## src/rtl/gate_input_conditioner_pkg.sv

```systemverilog
// Shared types and constants for the gate input conditioner.
// Latency: n/a (definitions only).
// Backpressure: n/a.
package gate_input_conditioner_pkg;

    // Default debounce window, in synchronised clock samples.
    localparam int GATE_DEBOUNCE_DEFAULT = 16;

    // Per-channel debounce state.
    typedef enum logic {
        DB_STABLE  = 1'b0,
        DB_PENDING = 1'b1
    } db_state_e;

    // Counter width able to hold 0..debounce_cycles.
    function automatic int cnt_width(input int debounce_cycles);
        return $clog2(debounce_cycles + 1);
    endfunction

endpackage

```

## src/rtl/gate_input_conditioner_debounce_channel.sv

```systemverilog
// One-bit synchroniser + debouncer with registered edge pulses and a pending flag.
// Latency: raw held from edge k reaches clean after edge k+2+DEBOUNCE_CYCLES.
// Backpressure: none; raw is sampled every cycle and outputs are free-running.
module debounce_channel
    import gate_input_conditioner_pkg::*;
#(
    parameter int DEBOUNCE_CYCLES = GATE_DEBOUNCE_DEFAULT,
    parameter int CNT_W           = cnt_width(DEBOUNCE_CYCLES)
) (
    input  logic clk,
    input  logic rst_n,
    input  logic raw,
    output logic clean,
    output logic rise,
    output logic fall,
    output logic pending
);

    localparam logic [CNT_W-1:0] CNT_LAST = CNT_W'(DEBOUNCE_CYCLES - 1);
    localparam logic [CNT_W-1:0] CNT_ONE  = CNT_W'(1);

    logic             sync1_q;
    logic             sync2_q;
    db_state_e        state_q, state_d;
    logic [CNT_W-1:0] cnt_q, cnt_d;
    logic             clean_q, clean_d;
    logic             rise_q, rise_d;
    logic             fall_q, fall_d;

    // Two-flop synchroniser; sync1 feeds nothing but sync2 to limit metastability exposure.
    always_ff @(posedge clk or negedge rst_n) begin
        if (!rst_n) begin
            sync1_q <= 1'b0;
            sync2_q <= 1'b0;
        end else begin
            sync1_q <= raw;
            sync2_q <= sync1_q;
        end
    end

    // Debounce state, counter, clean level and edge pulses.
    always_ff @(posedge clk or negedge rst_n) begin
        if (!rst_n) begin
            state_q <= DB_STABLE;
            cnt_q   <= '0;
            clean_q <= 1'b0;
            rise_q  <= 1'b0;
            fall_q  <= 1'b0;
        end else begin
            state_q <= state_d;
            cnt_q   <= cnt_d;
            clean_q <= clean_d;
            rise_q  <= rise_d;
            fall_q  <= fall_d;
        end
    end

    // Next-state: count consecutive disagreeing samples, abort on any agreeing one.
    always_comb begin
        state_d = state_q;
        cnt_d   = cnt_q;
        clean_d = clean_q;
        case (state_q)
            DB_STABLE: begin
                if (sync2_q != clean_q) begin
                    if (DEBOUNCE_CYCLES == 1) begin
                        // A single disagreeing sample is already the full window.
                        clean_d = ~clean_q;
                    end else begin
                        state_d = DB_PENDING;
                        cnt_d   = CNT_ONE;
                    end
                end
            end
            DB_PENDING: begin
                if (sync2_q == clean_q) begin
                    state_d = DB_STABLE;
                    cnt_d   = '0;
                end else if (cnt_q == CNT_LAST) begin
                    clean_d = ~clean_q;
                    cnt_d   = '0;
                    state_d = DB_STABLE;
                end else begin
                    cnt_d = cnt_q + CNT_ONE;
                end
            end
            default: begin
                state_d = DB_STABLE;
                cnt_d   = '0;
            end
        endcase
        // Pulses are registered alongside clean so they line up with its change.
        rise_d = clean_d & ~clean_q;
        fall_d = ~clean_d & clean_q;
    end

    assign clean   = clean_q;
    assign rise    = rise_q;
    assign fall    = fall_q;
    assign pending = (state_q == DB_PENDING);

endmodule

```

## src/rtl/gate_input_conditioner.sv

```systemverilog
// Synchronises and debounces WIDTH raw switch levels into clean gate inputs plus edge pulses.
// Latency: 2 sync stages + DEBOUNCE_CYCLES samples; all outputs registered except settled.
// Backpressure: none; every channel samples every cycle independently.
module gate_input_conditioner
    import gate_input_conditioner_pkg::*;
#(
    parameter int WIDTH           = 2,
    parameter int DEBOUNCE_CYCLES = GATE_DEBOUNCE_DEFAULT
) (
    input  logic             clk,
    input  logic             rst_n,
    input  logic [WIDTH-1:0] raw_in,
    output logic [WIDTH-1:0] clean_out,
    output logic [WIDTH-1:0] rise_pulse,
    output logic [WIDTH-1:0] fall_pulse,
    output logic             settled
);

    localparam int CNT_W = cnt_width(DEBOUNCE_CYCLES);

    logic [WIDTH-1:0] pending_w;

    // Reject configurations that cannot debounce anything.
    if (DEBOUNCE_CYCLES < 1 || WIDTH < 1) begin : g_bad_cfg
        $fatal(1, "gate_input_conditioner: DEBOUNCE_CYCLES and WIDTH must both be >= 1");
    end

    // One fully independent debouncer per channel.
    for (genvar i = 0; i < WIDTH; i++) begin : g_ch
        debounce_channel #(
            .DEBOUNCE_CYCLES(DEBOUNCE_CYCLES),
            .CNT_W          (CNT_W)
        ) u_ch (
            .clk    (clk),
            .rst_n  (rst_n),
            .raw    (raw_in[i]),
            .clean  (clean_out[i]),
            .rise   (rise_pulse[i]),
            .fall   (fall_pulse[i]),
            .pending(pending_w[i])
        );
    end

    // Quiet when no channel is mid-debounce.
    assign settled = ~|pending_w;

endmodule

```

## config.mk

```make
export PLATFORM = sky130hd
export DESIGN_NAME = gate_input_conditioner
export DESIGN_NICKNAME = d
export VERILOG_FILES = /design/src/rtl/gate_input_conditioner_pkg.sv /design/src/rtl/gate_input_conditioner_debounce_channel.sv /design/src/rtl/gate_input_conditioner.sv
export SDC_FILE = /design/constraint.sdc
export NUM_CORES = 1
export LEC_CHECK = 0
export ABC_AREA = 1
export CAP_MARGIN = 20
export CORE_UTILIZATION = 40
export DETAILED_ROUTE_END_ITERATION = 7
export PLACE_DENSITY = 0.71
export REMOVE_ABC_BUFFERS = 1
export SLEW_MARGIN = 20
export SYNTH_ARGS = -nofsm -noshare
export SYNTH_HDL_FRONTEND = slang
export SYNTH_HIERARCHICAL = 1
export SYNTH_SLANG_ARGS = --single-unit
```

## constraint.sdc

```tcl
create_clock -name clk -period 3.2 [get_ports clk]
set_input_delay 0.32 -clock clk [delete_from_list [all_inputs] [get_ports clk]]
set_output_delay 0.32 -clock clk [all_outputs]
set_load 0.05 [all_outputs]
```

# Word-level counts from Yosys, hierarchy flattened
# Index checks and enable logic that the tools add are counted.
dict set report op_classes {
  n_addsub 2
  n_eq_ne 8
  muxes 22
  n_bitwise 10
  reduce_logical 2
}
# cell n
set op_table {}
lappend op_table {{2-to-1 mux 5 bit} 6}
lappend op_table {{case mux 5 bit (2 select lines)} 2}
lappend op_table {{2-to-1 mux 1 bit} 12}
lappend op_table {{adder 5 x 1 -> 5 bit, second input constant} 2}
lappend op_table {{equality test 5 x 4 -> 1 bit, second input constant} 2}
lappend op_table {{inverter 1 bit} 6}
lappend op_table {{bitwise AND 1 bit} 4}
lappend op_table {{inequality test 2 x 1 -> 1 bit, second input constant} 2}
lappend op_table {{case mux 1 bit (2 select lines)} 2}
lappend op_table {{equality test 1 bit} 2}
lappend op_table {{inequality test 1 bit} 2}
lappend op_table {{OR reduction 2 bit} 1}
lappend op_table {{logical NOT 1 bit} 1}
dict set report totals {
  reg_bits 22
  input_bits 4
  out_inout_bits 7
  elab_cells 58
}

# Depth between registers and ports, before layout
dict set report depth {
  depth_word 6
  ltp_mapped 7
  mapped_depth_nobuf 7
}

# Modules after synthesis
# Netlist, hierarchy kept.
# mod instances cells_per_inst area_each_um2 seq_area_each_um2
set modules_own_cells {}
lappend modules_own_cells {debounce_channel 2 57 485.5 275.3}
lappend modules_own_cells {gate_input_conditioner 1 1 3.8 0.0}

# Worst setup path after synthesis
# Ideal clock, no wire load.
dict set report synth_path {
  path_kind {reg-to-output}
  startpoint {register g_ch[1].u_ch.state_q}
  endpoint {output port settled}
  arrival_time_ns 1.111
  slack_ns 1.769
  stages_incl_launch_ff 2
  n_path_buf 0
  cell_sequence {dfrtp_1 nor2_1}
}
dict set report synth_between {
  elab_chain_cells 2
}
# element line_no
set synth_lines {}
lappend synth_lines {{start, declared} gate_input_conditioner_debounce_channel.sv:24} ;# db_state_e state_q, state_d;
lappend synth_lines {{start signal, assigned} gate_input_conditioner_debounce_channel.sv:50} ;# state_q <= state_d;
lappend synth_lines {{OR reduction 2 bit} gate_input_conditioner.sv:45} ;# assign settled = ~|pending_w;
lappend synth_lines {{logical NOT 1 bit} gate_input_conditioner.sv:45}
lappend synth_lines {{end, declared} gate_input_conditioner.sv:16} ;# output logic settled
# Every way passes these cells.

# Worst setup path after layout
# Same ends and word-level chain as after synthesis.

==> flow_summary.ini <==
[place]
place_congestion = 0.754
dpl.hpwl_mm = 1.23
io_buffer_count = 10

[sta]
fin_tns_setup_ns = 0
relSlewSlack_pct = 66.6
slew_viol_final = 0
setup_violations = 0
max_freq_mhz = 491
period_share_pct = 63.6
finalHoldViolations = 0
worstMarginPinSlew_ns = 0.500
skew_ns = 0.00602
min_period_ns = 2.04
grt_setup_unrepaired = false
whs_ns = 0.361

[final_layout]
areaGrowthSynthToFinish_pct = 18.1
layout.nets = 137
antenna_cells = 0
final_layout_size_suffix_gt1_share_pct = 8.46

[worst_setup_path]
crit_path_start_kind = flop
end_kind = primary output
critPathArrivalTime_ns = 1.72
critPathRequiredTime_ns = 2.88
path_max_fanout = 7
crit_type = flop to primary output
rr_worst_depth = 6

[routing]
drcViolationCount = 0
first_pass_iters = 5
wl_per_cell_microns = 10.3
viasPerCell = 4.88
wl_met3_microns = 48
drt-initial-drc-count = 18
routed.top_layer = met4
drt-met1-wl_microns = 739
vias = 771
drtAntennaViolNets = 0
drt_wl_total_mm = 1.63
wl_met2_microns = 829

[cts]
tritoncts = yes
clock_path_buffers = 2
cts_max_level = 1
cts_buffers = 3
clock_latency_ns = 0.30
root_buffer = clkbuf_4
path_clk_slew_ns = 0.12
cts_setup_buffers = 0
clock-sinks = 22

[synthesis]
synthCells = 115
yosysMostFrequentCell = nand2_1
ys_warn_count = 6
async_reset_ff_share_pct = 100
synth_top_area_share_pct = 56.5
synth_top_area_cell = dfrtp_1
synth_area_sq_um = 975
synth_common_cells = nand2_1 (38), dfrtp_1 (22), nor2_1 (15)
ys_ff_latch = 22
yosysUniqueCellTypes = 12
synth_enable_flop_cells = 0
yosys-top-cells-area = dfrtp_1 (56%), nand2_1 (15%), nor2_1 (5.8%), inv_1 (5.4%), nand3_1 (4.1%)
avgSynthCellArea_sq_um = 8.48
synthFlopType = dfrtp_1
ys_seq_area_share_pct = 56.5

[floorplan]
rows = 17
die_area_sq_um = 2640
initial_core_util_pct = 43.2
ios = 11
die_x_microns = 51.4
die_h_microns = 51.4
coreArea_sq_um = 2250

[run_status]
status = finished, final reports clean

[worst_hold_path]
holdCritPathClass = flop to flop
holdPathStages = 0

[global_route]
grt_usage_pct = 14.6
grt.overflow.total = 0
grt_pass1_vias = 696
grt_pass1_wl_mm = 2.84
antenna_found_initial = 0
grt_max_degree = 23

[power]
p_leak_uw = 0.000588
power.density_nw_per_um2 = 430
ir_drop_uv = 275
power.total_uw = 495

[job]
cap_violations = 0
==> cell usage in the layout, fill, tap and decap left out <==
cell type and count:
buf_2 1, clkbuf_4 3, clkbuf_8 1, clkdlybuf4s50_1 9, dfrtp_1 22, dlygate4sd3_1 1
ha_1 2, inv_1 14, nand2_1 38, nand2_2 2, nand3_1 8, nand3_2 2
nand4_1 4, nor2_1 15, nor2_2 2, o21ai_0 4, xnor2_1 2
==> cell type report <==
| type | instances | area [sq um] |
|---|---|---|
| clock buffer | 4 | 36.3 |
| multi-input combinational | 79 | 372 |
| fill | 209 | 1100 |
| inverter | 14 | 52.6 |
| sequential | 22 | 551 |
| timing repair buffer | 11 | 105 |
| tap | 28 | 35.0 |
==> flip-flops by register name, summed over array words and instances (netlist names) <==
| name | cells |
|---|---|
| g_ch.u_ch/sync1_q | 2 |
| g_ch.u_ch/fall | 2 |
| g_ch.u_ch/pending | 2 |
| g_ch.u_ch/cnt_q | 10 |
| g_ch.u_ch/sync2_q | 2 |
| g_ch.u_ch/rise | 2 |
| g_ch.u_ch/clean | 2 |
==> critical path, stage by stage (launching register included) <==
cell and delay [ns]:
dfrtp_1 0.48, nor2_1 0.13, clkdlybuf4s50_1 0.81
==> logic make-up (layout without fill, tap and decap cells) <==
group / after synthesis / count (layout) / synth area share (%)
xor+xnor: 2 / 2 / 1.80
flops: 22 / 22 / 56.5
simple gates: 71 / 71 / 31.7
fa+ha+maj: 2 / 2 / 2.57
buf+inv: 14 / 29 / 5.39
compound gates: 4 / 4 / 2.05
==> stage by stage <==
step | worst slack [ns] | util (%) | cell area (sq um) | instances
final | 1.16 | 51.1 | 1150 | 158
after global routing | 1.07 | 51.1 | 1150 | 158
after CTS | 1.14 | 50.8 | 1150 | 157
after detailed placement | 1.49 | 49.2 | 1110 | 153
after global placement | 1.50 | 49.2 | 1110 | 153
after floorplan | 1.77 | - | 975 | 115
==> repair_timing <==
item                                   4_1_cts  5_1_grt
hold buffers                                 0        1
gates resized for setup                      0        0
endpoints found under the hold margin        0       22
==> power by group <==
part           internal (uW)  switching (uW)
sequential               290            15.4
clock                   69.4            78.4
combinational           17.0            24.6
total                    377             118
==> layer usage <==
metal / global-route usage [%] / vias to the layer above
met5: 0 / -
met4: 3.60 / 0
met3: 5.36 / 2
met2: 26.4 / 11
met1: 16.0 / 368
li1: - / 390
==> worst paths after layout <==
kind | slack, ns | from | endpoint
min in group asynchronous | 0.49 | rst_n | g_ch[1].u_ch/cnt_q[2]
max | 1.16 | g_ch[1].u_ch/pending | settled
min | 0.36 | g_ch[1].u_ch/sync1_q | g_ch[1].u_ch/sync2_q
min reg2reg | 0.36 | g_ch[1].u_ch/sync1_q | g_ch[1].u_ch/sync2_q
max reg2reg | 1.92 | g_ch[1].u_ch/cnt_q[0] | g_ch[1].u_ch/cnt_q[0]
max in group asynchronous | 2.38 | rst_n | g_ch[0].u_ch/cnt_q[0]
No activity file was read; power rests on OpenSTA's default activity.
